==> config.mk <==
export PLATFORM = sky130hd
export DESIGN_NAME = matrix_bus_master
export DESIGN_NICKNAME = d
export VERILOG_FILES = /design/src/rtl/matrix_bus_master.sv
export SDC_FILE = /design/constraint.sdc
export NUM_CORES = 1
export LEC_CHECK = 0
export ABC_AREA = 1
export BUFFER_PORTS_ARGS = -buffer_cell sky130_fd_sc_hd__buf_2
export CELL_PAD_IN_SITES_DETAIL_PLACEMENT = 1
export CELL_PAD_IN_SITES_GLOBAL_PLACEMENT = 1
export CORE_MARGIN = 4
export CORE_UTILIZATION = 30
export CTS_BUF_LIST = sky130_fd_sc_hd__clkbuf_4 sky130_fd_sc_hd__clkbuf_8
export DETAILED_ROUTE_END_ITERATION = 10
export PLACE_DENSITY = 0.92
export SYNTH_ARGS = -nofsm -noshare
export SYNTH_HDL_FRONTEND = slang
export SYNTH_SLANG_ARGS = --single-unit
==> constraint.sdc <==
create_clock -name clk -period 2.7 [get_ports clk]
set_clock_uncertainty 0.2 [all_clocks]
set_input_delay 0.27 -clock clk [delete_from_list [all_inputs] [get_ports clk]]
set_output_delay 0.27 -clock clk [all_outputs]
set_load 0.01 [all_outputs]
==> src/rtl/matrix_bus_master.sv <==
// Bus-master sequencer for the matrix accelerator slave: it loads the A and B operands,
// starts the operation, waits for the interrupt, reads the results back and clears the job.
module matrix_bus_master #(
  parameter logic [7:0] S_BASE = 8'h00,
  parameter int         N_ELEM = 8
) (
  input  logic        clk,
  input  logic        reset,
  input  logic        op_start,
  input  logic        op_sel,
  input  logic [31:0] a_data,
  input  logic [31:0] b_data,
  output logic [2:0]  src_idx,
  output logic        M_req,
  input  logic        M_grant,
  output logic [7:0]  M_address,
  output logic        M_wr,
  output logic [31:0] M_dout,
  input  logic [31:0] M_din,
  input  logic        m_interrupt,
  output logic        res_we,
  output logic [2:0]  res_idx,
  output logic [31:0] res_data,
  output logic        busy,
  output logic        done
);

  localparam logic [2:0] LAST = 3'(N_ELEM - 1);

  typedef enum logic [3:0] {
    S_IDLE, S_REQ, S_WR_A, S_WR_B, S_WR_INT, S_START,
    S_WAIT, S_CLR_INT, S_READ, S_CLEAR, S_DONE
  } state_e;

  state_e      state_q, state_d;
  logic [2:0]  idx_q, idx_d;
  logic        op_sel_q, op_sel_d;
  logic        res_we_q, res_we_d;
  logic [2:0]  res_idx_q, res_idx_d;
  logic [31:0] res_data_q, res_data_d;
  logic        xfer;

  // NOTE: sequential state uses non-blocking assignments so every register samples pre-edge values.
  always_ff @(posedge clk or posedge reset) begin
    if (reset) begin
      state_q    <= S_IDLE;
      idx_q      <= '0;
      op_sel_q   <= 1'b0;
      res_we_q   <= 1'b0;
      res_idx_q  <= '0;
      res_data_q <= '0;
    end else begin
      state_q    <= state_d;
      idx_q      <= idx_d;
      op_sel_q   <= op_sel_d;
      res_we_q   <= res_we_d;
      res_idx_q  <= res_idx_d;
      res_data_q <= res_data_d;
    end
  end

  // NOTE: every combinational output gets a default first so no latch is inferred.
  always_comb begin
    state_d    = state_q;
    idx_d      = idx_q;
    op_sel_d   = op_sel_q;
    res_we_d   = 1'b0;
    res_idx_d  = res_idx_q;
    res_data_d = res_data_q;
    case (state_q)
      S_IDLE: if (op_start) begin
        state_d  = S_REQ;
        op_sel_d = op_sel;
      end
      S_REQ: if (M_grant) begin
        state_d = S_WR_A;
        idx_d   = '0;
      end
      S_WR_A, S_WR_B: if (M_grant) begin
        if (idx_q == LAST) begin
          state_d = (state_q == S_WR_A) ? S_WR_B : S_WR_INT;
          idx_d   = '0;
        end else begin
          idx_d = idx_q + 3'd1;
        end
      end
      S_WR_INT:  if (M_grant) state_d = S_START;
      S_START:   if (M_grant) state_d = S_WAIT;
      S_WAIT:    if (m_interrupt) state_d = S_CLR_INT;
      S_CLR_INT: if (M_grant) begin
        state_d = S_READ;
        idx_d   = '0;
      end
      S_READ: begin
        if (M_grant) begin
          res_we_d   = 1'b1;
          res_idx_d  = idx_q;
          res_data_d = M_din;
          if (idx_q == LAST) begin
            state_d = S_CLEAR;
            idx_d   = '0;
          end else begin
            idx_d = idx_q + 3'd1;
          end
        end else begin
          // A non-write cycle rewinds the slave read pointer, so the burst starts over.
          idx_d = '0;
        end
      end
      S_CLEAR: if (M_grant) state_d = S_DONE;
      S_DONE:  state_d = S_IDLE;
      default: state_d = S_IDLE;
    endcase
  end

  always_comb begin
    M_req     = 1'b0;
    xfer      = 1'b0;
    M_address = S_BASE + 8'd7;
    M_dout    = '0;
    case (state_q)
      S_REQ, S_WAIT: M_req = 1'b1;
      S_WR_A: begin
        M_req = 1'b1; xfer = 1'b1; M_address = S_BASE; M_dout = a_data;
      end
      S_WR_B: begin
        M_req = 1'b1; xfer = 1'b1; M_address = S_BASE + 8'd1; M_dout = b_data;
      end
      S_WR_INT: begin
        M_req = 1'b1; xfer = 1'b1; M_address = S_BASE + 8'd2; M_dout = 32'h1;
      end
      S_START: begin
        M_req = 1'b1; xfer = 1'b1; M_dout = 32'h1;
        M_address = op_sel_q ? (S_BASE + 8'd4) : (S_BASE + 8'd3);
      end
      S_CLR_INT: begin
        M_req = 1'b1; xfer = 1'b1; M_address = S_BASE + 8'd2;
      end
      S_READ: begin
        M_req = 1'b1; xfer = 1'b1; M_address = S_BASE + 8'd6;
      end
      S_CLEAR: begin
        M_req = 1'b1; xfer = 1'b1; M_address = S_BASE + 8'd5; M_dout = 32'h1;
      end
      default: ;
    endcase
  end

  assign M_wr     = xfer & M_grant;
  assign src_idx  = idx_q;
  assign res_we   = res_we_q;
  assign res_idx  = res_idx_q;
  assign res_data = res_data_q;
  assign busy     = (state_q != S_IDLE);
  assign done     = (state_q == S_DONE);

endmodule

==> run metrics, run 1 <==
run status complete, but fails checks; failing checks negative hold slack; share of post-route cells with drive strength above 1 0.446; routed wire length on met2 6.20 mm; placed wire-length estimate 8.15 mm; Via density 4.76; dpl cell area 3450 sq um; uppermost layer routed met4; reg-to-reg startpoint state_q[0]; Reg clk slew, reported paths 100 ps; shortest clock period the worst path allows after layout 2450 ps; Hold Path Class primary input to async pin; post-route cell area 3880 sq um; routability congestion estimate from global placement 0.949; Synth top area share 0.435; crit path launch type flop; Achievable Freq 409 MHz; maxcap violations 0; full die area 9980 sq um; antenna violations before repair 4; portion of the post-synthesis area used by sequential elements 0.435; Layout Nets 625; die boundary width 99.9 microns; FILL cells 1074; count of standard-cell rows 33; insertion delay of the later-clocked pin in the worst-skew pair 300 ps; deepest clock path buffer count 2; most instantiated flip-flop cell in the synthesis netlist sky130_fd_sc_hd__dfrtp_1; length of routed met3 wiring 501 microns; Final WS setup 252 ps; I/O pins 185; total count of hold-check failures in the final report 44; Post-route DRC 0; top cells by area, synth sky130_fd_sc_hd__dfrtp_1, sky130_fd_sc_hd__nand2_1, sky130_fd_sc_hd__a22o_1; routed length on met1 4.58 mm; Seq cells post-synth 44; worst slew margin relative to its limit 0.376; cts hold-fix bufs 33; vias in the first global route 3256; Finish-stage setup viols 0; P_leak 2.36 nW; Seq. cell area 1100 sq um; areal power density over the cells 979 nW/um^2; Setup Slack @ Placement 627 ps; Inserted Clock Buffers 5; Crit Path Class flop to output pin; Resize count post-CTS 0; number of I/O port buffers 179; total area of multi-input combinational cells 1230 sq um; via count of the routed design 3004; number of enable flip-flop cells after synthesis 0; First-pass DRT Iterations 4; crit end category output pin; final standard cell utilization of the core 0.472; first-pass GRT wire length 17.9 mm; overall global routing resource usage 0.230; post-route setup TNS 0 ps; pin count of the biggest net entering global routing 45; total congestion overflow after global routing 0; y dimension of the die 99.9 microns; # Post-CTS Setup Buffers 0; clk sinks 44; Worst Reg-to-Reg Cells 7; FF-to-FF setup slack 570 ps; clock tree from TritonCTS built; period utilisation layout 0.907; Total Power Consumption 3.80 mW; final routed wire length divided by cell count 18.6 microns; Root Buffer sky130_fd_sc_hd__clkbuf_8; Max H-tree Level 2; area overhead of the layout relative to synthesis 53.2%; number of unique standard cell types used by synthesis 26; Data required, critical path 2230 ps; DRT Wirelength 11.7 mm; maximum vdd drop 0.433 mV; unrepaired setup endpoints after global routing false; post-route antenna net violation count 0; destination of the worst register-to-register timing path res_data[10]; largest fanout on the critical path 33; minimum hold slack -36.3 ps; number of max-slew violations in the final report 0; area leader, netlist sky130_fd_sc_hd__dfrtp_1; pin slew with the least headroom to its limit 935 ps; count of routing violations after the opening detailed-route iteration 180; average instance area after synthesis 8.09 sq um; starting density of the core 0.308; arrival time of the worst setup path 1980 ps; placeable core region 8220 sq um; Warnings, synthesis 0; share of flip-flops with an asynchronous set or reset after synthesis 1.00; Mapped Area 2530 sq um; Post-Syn Instances 313
[worst max-delay path, stage by stage, from the launching register on]
cell,delay (ps)
sky130_fd_sc_hd__dfrtp_1,480
sky130_fd_sc_hd__nor2_1,320
sky130_fd_sc_hd__nand2_1,110
sky130_fd_sc_hd__inv_1,70
sky130_fd_sc_hd__buf_4,310
sky130_fd_sc_hd__a22o_1,240
sky130_fd_sc_hd__buf_2,150
[per-layer routing]
layer | GRT usage | vias to the layer above
li1 | - | 1423
met1 | 0.277 | 1451
met2 | 0.402 | 99
met3 | 0.0347 | 31
met4 | 0.106 | 0
met5 | 0 | -
[logic make-up (layout without fill, tap and decap cells)]
group / count (synthesis) / in the layout / share of synthesized area
buf+inv: 33 / 238 / 0.0840
flops: 44 / 44 / 0.435
compound gates: 39 / 39 / 0.125
fa+ha+maj: 2 / 2 / 0.00987
simple gates: 194 / 194 / 0.345
other cells: 1 / 9 / 0.00148
[Yosys cell counts (2+ instances only)]
master / number
sky130_fd_sc_hd__nand2_1: 124
sky130_fd_sc_hd__dfrtp_1: 44
sky130_fd_sc_hd__a22o_1: 31
sky130_fd_sc_hd__nand2_2: 31
sky130_fd_sc_hd__nor2_1: 16
sky130_fd_sc_hd__inv_1: 12
sky130_fd_sc_hd__nand3_1: 10
sky130_fd_sc_hd__buf_2: 9
sky130_fd_sc_hd__buf_4: 5
sky130_fd_sc_hd__nand4_1: 4
sky130_fd_sc_hd__buf_12: 3
sky130_fd_sc_hd__nor2_2: 3
sky130_fd_sc_hd__o21ai_0: 3
sky130_fd_sc_hd__a21oi_1: 2
sky130_fd_sc_hd__ha_1: 2
sky130_fd_sc_hd__inv_2: 2
sky130_fd_sc_hd__nand2_4: 2
sky130_fd_sc_hd__nor2_4: 2
[stage by stage]
stage / cells / hold WS [ps]
finish: 631 / -36.3
global route: 631 / 37.3
global placement: 586 / 258
CTS: 627 / 11.9
detailed placement: 586 / 262
floorplan: 317 / 174
[where the power goes]
group	switching, mW	total, mW	internal (mW)
logic	1.33	2.19	0.863
clock network	0.240	0.445	0.205
registers	0.221	1.16	0.939
[placed cells by master (no fill, tap or decap)]
master / netlist / layout
sky130_fd_sc_hd__dfrtp_1: 44 / 44
sky130_fd_sc_hd__clkbuf_8: 0 / 6
sky130_fd_sc_hd__a22o_1: 31 / 31
sky130_fd_sc_hd__nand3_1: 10 / 10
sky130_fd_sc_hd__ha_1: 2 / 2
sky130_fd_sc_hd__nor2_4: 2 / 2
sky130_fd_sc_hd__inv_2: 2 / 3
sky130_fd_sc_hd__a211oi_1: 1 / 1
sky130_fd_sc_hd__buf_4: 5 / 2
sky130_fd_sc_hd__nand2_1: 124 / 124
sky130_fd_sc_hd__nor2_2: 3 / 3
sky130_fd_sc_hd__nand2_2: 31 / 31
sky130_fd_sc_hd__nand2_4: 2 / 2
sky130_fd_sc_hd__clkinv_2: 0 / 2
sky130_fd_sc_hd__o211ai_1: 1 / 1
sky130_fd_sc_hd__clkinv_4: 1 / 1
sky130_fd_sc_hd__diode_2: 0 / 4
sky130_fd_sc_hd__a31oi_1: 1 / 1
sky130_fd_sc_hd__inv_1: 12 / 11
sky130_fd_sc_hd__a21oi_1: 2 / 2
sky130_fd_sc_hd__nor3_1: 1 / 1
sky130_fd_sc_hd__o21ai_0: 3 / 3
sky130_fd_sc_hd__nor2_1: 16 / 16
sky130_fd_sc_hd__buf_2: 9 / 179
sky130_fd_sc_hd__conb_1: 1 / 5
sky130_fd_sc_hd__nand4_1: 4 / 4
sky130_fd_sc_hd__dlygate4sd3_1: 0 / 33
sky130_fd_sc_hd__nand3_2: 1 / 1
sky130_fd_sc_hd__inv_6: 1 / 1
[registers in the layout, summed over array words and instances (netlist names)]
signal	cells
res_data	32
state_q	4
res_idx	3
src_idx	3
op_sel_q	1
res_we	1
[how the worst max path moves through the flow]
stage / startpoint / endpoint / cells past startpoint
global placement: state_q[2] / M_dout[6] / 6
CTS: state_q[2] / M_dout[6] / 6
floorplan: state_q[2] / M_dout[10] / 5
finish: state_q[2] / M_dout[6] / 6
global route: state_q[2] / M_dout[6] / 6
detailed placement: state_q[2] / M_dout[6] / 6
[layout make-up]
class	count	share of cell area
repair buffers	214	0.320
multi-input cells	240	0.318
flip-flops and latches	44	0.284
well taps	105	0.0338
clock buffers	6	0.0213
inverters	16	0.0181
clock inverters	2	0.00258
diodes	4	0.00258
No activity file was read; power rests on OpenSTA's default activity.
==> inputs of run 2 (changes only) <==
--- a/config.mk
+++ b/config.mk
@@ -10,10 +10,10 @@
 export CELL_PAD_IN_SITES_DETAIL_PLACEMENT = 1
 export CELL_PAD_IN_SITES_GLOBAL_PLACEMENT = 1
 export CORE_MARGIN = 4
-export CORE_UTILIZATION = 30
+export CORE_UTILIZATION = 25
 export CTS_BUF_LIST = sky130_fd_sc_hd__clkbuf_4 sky130_fd_sc_hd__clkbuf_8
 export DETAILED_ROUTE_END_ITERATION = 10
-export PLACE_DENSITY = 0.92
+export PLACE_DENSITY = 0.83
 export SYNTH_ARGS = -nofsm -noshare
 export SYNTH_HDL_FRONTEND = slang
 export SYNTH_SLANG_ARGS = --single-unit
==> constraint.sdc (replaced) <==
create_clock -name clk -period 2.1 [get_ports clk]
set_clock_uncertainty 0.2 [all_clocks]
set_input_delay 0.21 -clock clk [delete_from_list [all_inputs] [get_ports clk]]
set_output_delay 0.21 -clock clk [all_outputs]
set_load 0.01 [all_outputs]
==> run metrics, run 2 (synthesis results as in run 1) <==
run status complete, no violations (was complete, but fails checks); placeable core region 9820 sq um (was 8220 sq um); count of cells along the worst hold path 5; final routed wire length divided by cell count 17.1 microns (was 18.6 microns); via count of the routed design 3052 (was 3004); CP max stage delay 400 ps (was 480 ps); Worst Reg-to-Reg Cells 9 (was 7); most common library cell in the layout ignoring fill and taps sky130_fd_sc_hd__buf_2 (unchanged); count of standard-cell rows 36 (was 33); Data required, critical path 1690 ps (was 2230 ps); shortest clock period the worst path allows after layout 2060 ps; count of routing violations after the opening detailed-route iteration 143 (was 180); Hold Path Class primary input to flop (was primary input to async pin); overall global routing resource usage 0.183 (was 0.230); crit end category output pin (unchanged); Inserted Clock Buffers 5 (unchanged); placed wire-length estimate 7.84 mm (was 8.15 mm); total congestion overflow after global routing 0 (unchanged); clock tree from TritonCTS built (unchanged); first-pass GRT wire length 16.8 mm (was 17.9 mm); vias in the first global route 3195 (was 3256); die boundary width 109 microns (was 99.9 microns); areal power density over the cells 1280 nW/um^2 (was 979 nW/um^2); dpl cell area 3530 sq um (was 3450 sq um); largest fanout on the critical path 6 (was 33); sequence of cells on the critical path buf_6 -> clkinvlp_4 -> nand2_1 -> nand2_1 -> a211oi_2 -> nand2_1 -> buf_2 (was nor2_1 -> nand2_1 -> inv_1 -> buf_4 -> a22o_1 -> buf_2); starting density of the core 0.258 (was 0.308); deepest clock path buffer count 2 (unchanged); full die area 11800 sq um (was 9980 sq um); Finish-stage setup viols 0 (unchanged); standard cell with the maximum stage delay on the critical path sky130_fd_sc_hd__dfrtp_2 (was sky130_fd_sc_hd__dfrtp_1); top library cells by usage in the layout, fill and taps aside sky130_fd_sc_hd__buf_2, sky130_fd_sc_hd__nand2_1, sky130_fd_sc_hd__dfrtp_1 (unchanged); antenna violations before repair 1 (was 4); Via density 4.54 (was 4.76); period utilisation layout 0.980; maxcap violations 0 (unchanged); First-pass DRT Iterations 4 (unchanged); DRT Wirelength 11.5 mm (was 11.7 mm); crit path launch type flop (unchanged); clk sinks 44 (unchanged); Layout Nets 641 (was 625); Total Power Consumption 5.41 mW (was 3.80 mW); crit-path most repeated cell sky130_fd_sc_hd__nand2_1; area overhead of the layout relative to synthesis 66.9% (was 53.2%); y dimension of the die 109 microns (was 99.9 microns); share of post-route cells with drive strength above 1 0.498 (was 0.446); Max H-tree Level 2 (unchanged); number of max-slew violations in the final report 0 (unchanged); post-route cell area 4230 sq um (was 3880 sq um); unrepaired setup endpoints after global routing true (was false); Root Buffer sky130_fd_sc_hd__clkbuf_8 (unchanged); routability congestion estimate from global placement 0.921 (was 0.949); Reg clk slew, reported paths 90 ps (was 100 ps); pin count of the biggest net entering global routing 37 (was 45); Post-route DRC 0 (unchanged); post-route antenna net violation count 0 (unchanged); arrival time of the worst setup path 1650 ps (was 1980 ps); total count of hold-check failures in the final report 0 (was 44); max FFs per register 32 (unchanged); Crit Path Class flop to output pin (unchanged); insertion delay of the later-clocked pin in the worst-skew pair 300 ps (about the same); I/O pins 185 (unchanged); maximum vdd drop 0.435 mV (was 0.433 mV); P_leak 2.48 nW (was 2.36 nW); Achievable Freq 486 MHz; number of I/O port buffers 179 (unchanged)
-- run 2: cell types whose count changed in the layout (fill, tap and decap cells not counted), sizes merged --
cell         before  now
bufinv            0    1
clkinvlp          0    1
inv              15   14
clkinv            3    2
dlygate4sd3      33   34
clkbuf            6    8
buf             181  194
diode             4    1
-- run 2: cell type report --
| cell class | count | area (sq um) |
|---|---|---|
| flip-flops and latches | 44 | 1110 |
| multi-input cells | 240 | 1300 |
| diodes | 1 | 2.50 |
| clock inverters | 2 | 38.8 |
| repair buffers | 230 | 1460 |
| inverters | 16 | 78.8 |
| well taps | 133 | 166 |
| clock buffers | 6 | 82.6 |
| fillers | 1227 | 5590 |
-- run 2: timing repair --
item,CTS,global route
cloned,1,2
pin swaps,1,5
buffers inserted,1,8
endpoints found under the hold margin,52,0
resized for setup,10,22
hold buffers,34,0
setup endpoints to repair,33,35
-- run 2: power breakdown --
| group | internal [mW] | switching [mW] |
|---|---|---|
| clock | 0.390 | 0.308 |
| combinational | 1.40 | 1.84 |
| sequential | 1.21 | 0.258 |
| total | 3.00 | 2.41 |
-- run 2: path summary, 6_finish.rpt --
kind / startpoint / end / slack, ps
setup / recovery: state_q[1] / M_address[1] / 40
hold / removal: op_start / op_sel_q / 40
setup reg to reg: state_q[3] / res_data[1] / 250
hold reg to reg: res_data[0] / res_data[0] / 280
max in group asynchronous: reset / res_data[5] / 900
min in group asynchronous: reset / res_data[17] / 290
-- run 2: per-layer routing --
layer  vias up  GRT usage  share of wire
met5         -          0              0
met4         0     0.0703          0.032
met3        28     0.0290          0.034
met2        91      0.344           0.56
met1      1478      0.205           0.38
li1       1455          -              -
-- run 2: metrics by stage --
step	setup TNS (ps)	worst slack [ps]	utilization	instances	hold slack, ps
5_1_grt	-125	-54.1	0.431	672	67.3
6_report	0	42.9	0.431	672	43.9
4_1_cts	0	4.33	0.410	661	45.7
3_5_place_dp	0	231	0.360	617	62.3
2_1_floorplan	0	494	-	317	114
3_3_place_gp	0	273	0.360	617	57.1
-- run 2: worst max-delay path, delay by kind of cell (launching register included) --
family | cells | cell delay [ps]
compound gates | 1 | 230
buf+inv | 3 | 440
flops | 1 | 400
simple gates | 3 | 290
==> inputs of run 3 (changes only) <==
--- a/config.mk
+++ b/config.mk
@@ -13,7 +13,9 @@
 export CORE_UTILIZATION = 25
 export CTS_BUF_LIST = sky130_fd_sc_hd__clkbuf_4 sky130_fd_sc_hd__clkbuf_8
 export DETAILED_ROUTE_END_ITERATION = 10
+export MAX_ROUTING_LAYER = met4
 export PLACE_DENSITY = 0.83
+export SETUP_SLACK_MARGIN = 0.3
 export SYNTH_ARGS = -nofsm -noshare
 export SYNTH_HDL_FRONTEND = slang
 export SYNTH_SLANG_ARGS = --single-unit
==> run metrics, run 3 (synthesis results as in run 1) <==
run status complete, no violations (unchanged); die boundary width 109 microns (unchanged); number of max-slew violations in the final report 0 (unchanged); first-pass GRT wire length 17.2 mm (was 16.8 mm); length of routed met3 wiring 333 microns (was 388 microns); cell internal power dissipation 3.01 mW (was 3.00 mW); placeable core region 9820 sq um (unchanged); Achievable Freq 499 MHz (was 486 MHz); number of I/O port buffers 179 (unchanged); placed insts 617 (unchanged); clk sinks 44 (unchanged); antenna violations before repair 0 (was 1); starting density of the core 0.258 (unchanged); Clock power frac 0.102 (was 0.129); DRT Wirelength 11.4 mm (was 11.5 mm); Hold Path Class primary input to flop (unchanged); count of routing violations after the opening detailed-route iteration 134 (was 143); share of post-route cells with drive strength above 1 0.526 (was 0.498); areal power density over the cells 1270 nW/um^2 (was 1280 nW/um^2); most common library cell in the layout ignoring fill and taps sky130_fd_sc_hd__buf_2 (unchanged); shortest clock period the worst path allows after layout 2000 ps (was 2060 ps); unrepaired setup endpoints after global routing true (unchanged); routability congestion estimate from global placement 0.903 (was 0.921); startpoint of the most critical hold path op_start (unchanged); clock tree from TritonCTS built (unchanged); Data required, critical path 1690 ps (about the same); Final Non-Filler Cells 681 (was 672); deepest clock path buffer count 2 (unchanged); switch share 0.455 (was 0.445); switching power summed over all nets 2.52 mW (was 2.41 mW); Finish-stage setup viols 0 (unchanged); vias in the first global route 3215 (was 3195); Post-route DRC 0 (unchanged); maxcap violations 0 (unchanged); insertion delay of the later-clocked pin in the worst-skew pair 290 ps (was 300 ps); launching instance or port of the critical path state_q[1] (unchanged); crit path launch type flop (unchanged); full die area 11800 sq um (unchanged); period utilisation layout 0.953 (was 0.980); uppermost layer routed met4 (unchanged); I/O pins 185 (unchanged); relative contribution of combinational cells to total power 0.628 (was 0.599); total count of hold-check failures in the final report 0 (unchanged); pin count of the biggest net entering global routing 37 (unchanged); Reg clk slew, reported paths 90 ps (about the same); minimum hold slack 44.2 ps (was 43.9 ps); post-route antenna net violation count 0 (unchanged); y dimension of the die 109 microns (unchanged); routed wire length on met2 6.45 mm (was 6.41 mm); total congestion overflow after global routing 0 (unchanged); top library cells by usage in the layout, fill and taps aside sky130_fd_sc_hd__buf_2, sky130_fd_sc_hd__nand2_1, sky130_fd_sc_hd__dfrtp_1 (unchanged); reg-to-reg startpoint state_q[0] (was state_q[3]); maximum vdd drop 0.456 mV (was 0.435 mV); crit end category output pin (unchanged); placed wire-length estimate 7.62 mm (was 7.84 mm); Antenna Diode Count 0 (was 1); Max H-tree Level 2 (unchanged); routed length on met1 4.49 mm (was 4.35 mm); First-pass DRT Iterations 4 (unchanged); Root Buffer sky130_fd_sc_hd__clkbuf_8 (unchanged); via count of the routed design 3075 (was 3052); Layout Nets 651 (was 641); Crit Path Class flop to output pin (unchanged); area overhead of the layout relative to synthesis 71.9% (was 66.9%); arrival time of the worst setup path 1590 ps (was 1650 ps); Reg power frac 0.270 (was 0.272); count of standard-cell rows 36 (unchanged); largest fanout on the critical path 7 (was 6); max FFs per register 32 (unchanged); final routed wire length divided by cell count 16.8 microns (was 17.1 microns); overall global routing resource usage 0.191 (was 0.183); P_leak 2.54 nW (was 2.48 nW); Via density 4.52 (was 4.54); Inserted Clock Buffers 5 (unchanged); post-route setup TNS 0 ps (unchanged)
-- run 3: worst paths after layout --
path / to / slack [ps] / cells after the start
min reg2reg: res_data[30] / 280 / 2
max reg2reg: state_q[0] / 280 / 9
max: M_dout[10] / 100 / 6
max in group asynchronous: res_data[5] / 910 / 4
min: op_sel_q / 40 / 5
min in group asynchronous: res_data[19] / 290 / 3
-- run 3: final cells by class --
class                      count  area [sq um]
fill                        1238          5460
clock inverter                 2          15.0
tap                          133           166
clock buffer                   6          82.6
sequential                    44          1110
multi-input combinational    240          1360
inverter                      16          90.1
timing repair buffer         240          1540
-- run 3: routing by layer --
layer,vias to the layer above,track usage
li1,1473,-
met1,1519,0.218
met2,71,0.357
met3,12,0.0231
met4,0,0.0433
met5,-,-
-- run 3: stage by stage --
step	util	area [sq um]	total power, mW	setup slack, ps
floorplan	-	2550	3.04	494
global placement	0.360	3530	4.11	298
detailed placement	0.360	3530	4.21	292
CTS	0.434	4270	5.33	121
global route	0.444	4360	5.91	46.9
finish	0.444	4360	5.53	97.9
-- run 3: repair_timing --
action	4_1_cts	5_1_grt
cloned	4	0
hold endpoints to repair	52	0
endpoints found under the setup margin	38	78
hold buffers	34	0
pin swaps	15	10
gates resized for setup	43	18
buffers inserted	15	3
-- run 3: power by group through the flow --
| stage | logic (mW) | registers (mW) | clock network (mW) |
|---|---|---|---|
| floorplan | 1.44 | 1.60 | 0 |
| global placement | 2.66 | 1.45 | 0 |
| detailed placement | 2.72 | 1.48 | 0 |
| CTS | 3.27 | 1.47 | 0.589 |
| global route | 3.75 | 1.54 | 0.618 |
| finish | 3.47 | 1.49 | 0.563 |
-- run 3: critical path, stage by stage (launching register included) --
cell                      delay (ps)
sky130_fd_sc_hd__dfrtp_2         450
sky130_fd_sc_hd__buf_6           120
sky130_fd_sc_hd__nand2_4          50
sky130_fd_sc_hd__nor2_4          190
sky130_fd_sc_hd__buf_6           160
sky130_fd_sc_hd__a22o_1          180
sky130_fd_sc_hd__buf_2           140
